`src/rtl/descramble.sv`:
```
// 64b/66b self-synchronising descrambler (x^58+x^39+1); header error counter built with DESCRAMBLE_HDR_ERR_CNT_EN.
// Latency 2 cycles; no backpressure, every input cycle flows through and only valid words advance state.
module descramble (
  input  logic        clk_i,
  input  logic        rst_i,
  input  logic [63:0] data_i,
  input  logic [1:0]  head_i,
  input  logic        data_vld_i,
  input  logic        block_lock_i,
  input  logic        hdr_err_cnt_clr_i,
  output logic [63:0] data_o,
  output logic [1:0]  head_o,
  output logic        data_vld_o,
  output logic        sync_o,
  output logic        hdr_err_o,
  output logic [15:0] hdr_err_cnt_o
);

  typedef enum logic {
    UNSYNC = 1'b0,
    SYNC   = 1'b1
  } sync_st_t;

  logic [63:0]  r_s1_data;
  logic [1:0]   r_s1_head;
  logic         r_s1_vld;
  logic         r_s1_lock;
  logic [57:0]  r_state;
  sync_st_t     r_sync_st;
  sync_st_t     w_sync_st_nxt;
  logic         w_sync_word;
  logic         w_s1_hdr_bad;
  logic [121:0] w_ext;
  logic [63:0]  w_descr;

  always_ff @(posedge clk_i) begin
    if (rst_i) begin
      r_s1_data <= 64'h0;
      r_s1_head <= 2'b00;
      r_s1_vld  <= 1'b0;
      r_s1_lock <= 1'b0;
    end else begin
      r_s1_data <= data_i;
      r_s1_head <= head_i;
      r_s1_vld  <= data_vld_i;
      r_s1_lock <= block_lock_i;
    end
  end

  // w_ext[n+58] is line bit s(n); bits below 58 come from the previous valid word.
  assign w_ext   = {r_s1_data, r_state};
  assign w_descr = w_ext[121:58] ^ w_ext[82:19] ^ w_ext[63:0];

  always_ff @(posedge clk_i) begin
    if (rst_i) begin
      r_state <= 58'h0;
    end else if (r_s1_vld) begin
      r_state <= r_s1_data[63:6];
    end
  end

  always_ff @(posedge clk_i) begin
    if (rst_i) begin
      r_sync_st <= UNSYNC;
    end else begin
      r_sync_st <= w_sync_st_nxt;
    end
  end

  always_comb begin
    w_sync_st_nxt = r_sync_st;
    w_sync_word   = 1'b0;
    case (r_sync_st)
      UNSYNC: begin
        if (r_s1_lock && r_s1_vld) begin
          w_sync_st_nxt = SYNC;
        end
      end
      SYNC: begin
        w_sync_word = r_s1_lock && r_s1_vld;
        if (!r_s1_lock) begin
          w_sync_st_nxt = UNSYNC;
        end
      end
      default: w_sync_st_nxt = UNSYNC;
    endcase
  end

  assign w_s1_hdr_bad = r_s1_vld && (r_s1_head[1] == r_s1_head[0]);

  always_ff @(posedge clk_i) begin
    if (rst_i) begin
      data_o     <= 64'h0;
      head_o     <= 2'b00;
      data_vld_o <= 1'b0;
      sync_o     <= 1'b0;
      hdr_err_o  <= 1'b0;
    end else begin
      data_o     <= w_descr;
      head_o     <= r_s1_head;
      data_vld_o <= r_s1_vld;
      sync_o     <= w_sync_word;
      hdr_err_o  <= w_s1_hdr_bad;
    end
  end

`ifdef DESCRAMBLE_HDR_ERR_CNT_EN
  logic [15:0] r_hdr_err_cnt;
  logic        w_hdr_inc;

  // Counted at the input so a clear and an error presented together land on the same edge.
  assign w_hdr_inc = data_vld_i && (head_i[1] == head_i[0]);

  always_ff @(posedge clk_i) begin
    if (rst_i) begin
      r_hdr_err_cnt <= 16'h0;
    end else if (hdr_err_cnt_clr_i) begin
      r_hdr_err_cnt <= {15'h0, w_hdr_inc};
    end else if (w_hdr_inc && (r_hdr_err_cnt != 16'hFFFF)) begin
      r_hdr_err_cnt <= r_hdr_err_cnt + 16'd1;
    end
  end

  assign hdr_err_cnt_o = r_hdr_err_cnt;
`else
  logic w_unused_clr;

  assign w_unused_clr  = hdr_err_cnt_clr_i;
  assign hdr_err_cnt_o = 16'h0;
`endif

endmodule

```
`config.mk`:
```
export PLATFORM = sky130hd
export DESIGN_NAME = descramble
export DESIGN_NICKNAME = d
export VERILOG_FILES = /design/src/rtl/descramble.sv
export SDC_FILE = /design/constraint.sdc
export NUM_CORES = 1
export LEC_CHECK = 0
export CAP_MARGIN = 30
export CORE_UTILIZATION = 40
export DETAILED_ROUTE_END_ITERATION = 8
export MAX_ROUTING_LAYER = met4
export PLACE_DENSITY = 0.7
export SLEW_MARGIN = 20
export SYNTH_ARGS = -nofsm -noshare
export SYNTH_HDL_FRONTEND = slang
export SYNTH_SLANG_ARGS = --single-unit
```
`constraint.sdc`:
```
create_clock -name clk_i -period 1.15 [get_ports clk_i]
set_input_delay 0.2875 -clock clk_i [delete_from_list [all_inputs] [get_ports clk_i]]
set_output_delay 0.2875 -clock clk_i [all_outputs]
set_load 0.03 [all_outputs]
```
* Word level (Yosys, flattened, before mapping)
Cells that the tools add are included.
** Storage, ports and cells
- Register bits after elaboration :: 196
- Input bits :: 71
** Operators by class
- Equality and inequality tests :: 1
- Multiplexer cells :: 3
- Bitwise gates (word level) :: 3
- Reductions and logical operators :: 3
** Operator list (count)
- $xor A64 B64 Y64 :: 2
- $logic_and A1 B1 Y1 :: 2
- $mux W1 :: 2
- $pmux W1 S2 :: 1
- $reduce_or A2 Y1 :: 1
- $eq A1 B1 Y1 :: 1
- $not A1 Y1 :: 1

* Depth between registers and ports, before layout
- Depth after elaboration :: 3
- Mapped depth :: 5
- Gate-level depth less buffers :: 2

* Least setup slack after synthesis
OpenSTA, ideal clock, no wires.
- Kind :: register to register
- Start :: register r_s1_vld
- End :: register r_state[48]
- Setup time :: 0.114 ns
- Data arrival time :: 0.918 ns
- Slack :: 0.118 ns
- Cell stages (with the launch flop) :: 6
- Buffers on the path :: 3
- Cell sequence :: dfxtp_1 > buf_4 > buf_6 > buf_8 > mux2i_1 > nor2_1
** RTL lines
- from (decl) :: line 26 : logic r_s1_vld;
- from (signal assigned) :: line 45 : r_s1_vld <= data_vld_i;
- to (signal assigned) :: line 58 : r_state <= r_s1_data[63:6];
- to (decl) :: line 28 : logic [57:0] r_state;

* Worst setup path in the final report
- Start :: register data_o[36]
- End :: output data_o[36]
** RTL lines
- from (decl) :: line 11 : output logic [63:0] data_o,
- from (signal assigned) :: line 99 : data_o <= w_descr;
No word-level cell between the ends.

==> flow_summary.ini <==
[final_layout]
fin_util_pct = 55.3
final_nets = 821
stdcell_area_um2 = 9600
antenna_cells = 0
drive_above_1_share_pct = 30.5
syn_to_final_growth_pct = 34.7

[clock_tree]
clkTransAtPathRegs_ps = 70
tritoncts = yes
clk_latency_ps = 430
cts_hold_buffers = 0
cts-htree-levels = 4
cts_setup_buffers = 0
cts_buffers = 17
cts_sinks = 196
clockBufferDepth = 2
cts-root-buf = clkbuf_16

[global_routing]
grt_pass1_wl_um = 22200
use_met2_pct = 27.2
antenna_found_initial = 0
busiest_layer = met2
grt.met1_usage_pct = 18.9
grt_overflow_total = 0
use_met3_pct = 3.63
grt_util_all_layers_pct = 16.4
first_global_vias = 4614
grt_max_degree = 40

[pwr]
total_power_w = 0.0153
vdd_drop_max_mv = 0.960
leakagePower_nw = 3.94
p_per_area_nw_per_um2 = 1600

[run_status]
outcome = complete, but fails checks
violations = negative setup slack

[worst_setup_path]
critPathLaunchType = flip-flop
path_max_fanout = 1
end_kind = output port
path_buf_inv = 1
reg2reg_from = r_s1_vld
worstPathCellList = buf_12
r2r_end = r_state[53]
slowest_delay_ps = 360
criticalPathCategory = flip-flop to output port
cp_top_family = flip-flops
rr_worst_depth = 3
r2r_setup_slack_ps = 10
slowest_stage = dfxtp_2
critical_path_required_ps = 860
cp.arrival_ps = 900

[synthesis]
mappedNetlistArea_um2 = 7130
netlist-cell-type-count = 15
syn_inst = 597
yosysWarnings = 0
ys_seq_area_share_pct = 55.0
syn_avg_cell_area_um2 = 11.9
synth_seq_cells = 196

[timing]
rsz0062_at_grt = true
setup_violations = 60
layout_setup_ws_ps = -39.2
finalCriticalPeriod_ps = 1190
hold_violations = 0
fmax_mhz = 841
drv_slew = 0
skew_ps = 12.5
finalCritPeriodShare_pct = 103

[drt]
dr.pass1.iters = 4
wire_per_inst_um = 14.1
drc = 0
final_antenna_net_count = 0
viasPerCell = 4.43
vias = 4380
drtIter0Drc = 170
wirelength_um = 13900

[placed_design]
place_congestion = 0.750
dpl.hpwl_um = 9950
io_buffers = 138
place_area_um2 = 8660
post-place-ws_ps = 46.6

[die]
num_rows = 48
die_area_um2 = 18400
ios = 156
fp.dieW_um = 136
start_util_pct = 41.1
fp.dieH_um = 136
core_region_area_um2 = 17400

[min_path]
hp-start = rst_i
min_to = data_o[1]
hold_depth = 3
min_path_type = primary input to flip-flop

[flow_run]
maxCapViolCount = 0
cell families after synthesis:
group | count (synthesis) | share of synthesized area [%]
buffers and inverters | 44 | 4.09
other | 1 | 0.0526
xor gates and xnor gates | 65 | 13.4
and+or+nand+nor | 197 | 13.6
muxes | 94 | 13.8
DFF | 196 | 55.0
sequential cells by signal, indices dropped and copies added (netlist names), 2 cells and up:
signal / cells
r_s1_data: 64
r_s1_head: 2
r_state: 58
head_o: 2
data_o: 64
cells in the mapped netlist:
cell	count	area share, %
dfxtp_1	196	55
buf_6	1	0.16
conb_1	1	0.053
buf_8	1	0.21
xnor3_1	28	8.8
and2_1	1	0.088
xnor2_1	37	4.5
mux2i_1	58	8.1
and3_1	1	0.088
mux2_2	36	5.7
nor2b_1	89	7.8
buf_4	22	2.3
buf_2	20	1.4
nor3b_1	1	0.11
nor2_1	105	5.5
layout by cell type, fill, tap and decap left out:
cell type / n
nor2_1: 105
clkinv_4: 2
buf_4: 20
nor3b_1: 1
mux2i_1: 58
inv_6: 4
clkinvlp_4: 2
clkdlybuf4s50_1: 68
clkbuf_8: 3
dfxtp_1: 126
clkbuf_16: 18
bufinv_16: 1
and3_1: 1
clkinv_2: 2
buf_12: 7
xnor3_1: 28
conb_1: 16
nor2b_1: 89
inv_8: 1
mux2_2: 36
and2_1: 1
buf_6: 67
dfxtp_4: 1
xnor2_1: 37
dfxtp_2: 69
what timing repair did:
item,in CTS,in global routing
setup endpoints to repair,69,71
gates cloned,0,1
resized for setup,135,0
through the flow:
stage / hold slack (ps) / setup TNS (ps) / instances
after floorplan: 416 / 0 / 612
after global placement: 460 / 0 / 955
after detailed placement: 468 / 0 / 955
after CTS: 199 / -2140 / 987
after global routing: 225 / -3020 / 988
final: 216 / -736 / 988
routing by layer:
layer / vias up / wire (µm)
met1: 2054 / 6130
met5: - / 0
met3: 20 / 556
met2: 113 / 6930
met4: 0 / 335
li1: 2193 / -
worst max-delay path by stage:
stage	from	end	slack (ps)	cells past startpoint
finish	data_o[36]	data_o[36]	-40	1
global route	data_o[10]	data_o[10]	-60	1
global placement	r_state[28]	data_o[9]	70	2
floorplan	r_s1_vld	r_state[48]	120	5
CTS	data_o[36]	data_o[36]	-60	1
detailed placement	rst_i	data_o[9]	50	4
worst min-delay path: cells and delay by family:
family / cells / cell delay, ps
buffers and inverters: 2 / 270
and+or+nand+nor: 1 / 50
cell type report:
class / instances / area, µm²
clock inverter: 12 / 119
clock buffer: 20 / 467
fill: 1452 / 7750
sequential: 196 / 4010
multi-input combinational: 372 / 2970
tap: 225 / 282
timing repair buffer: 163 / 1750
where the power goes:
group          internal, W  switching, W
clock              0.00320       0.00263
sequential         0.00720      0.000259
combinational      0.00114      0.000921
total               0.0115       0.00381
Note: power is estimated with default switching activity, not from simulation.
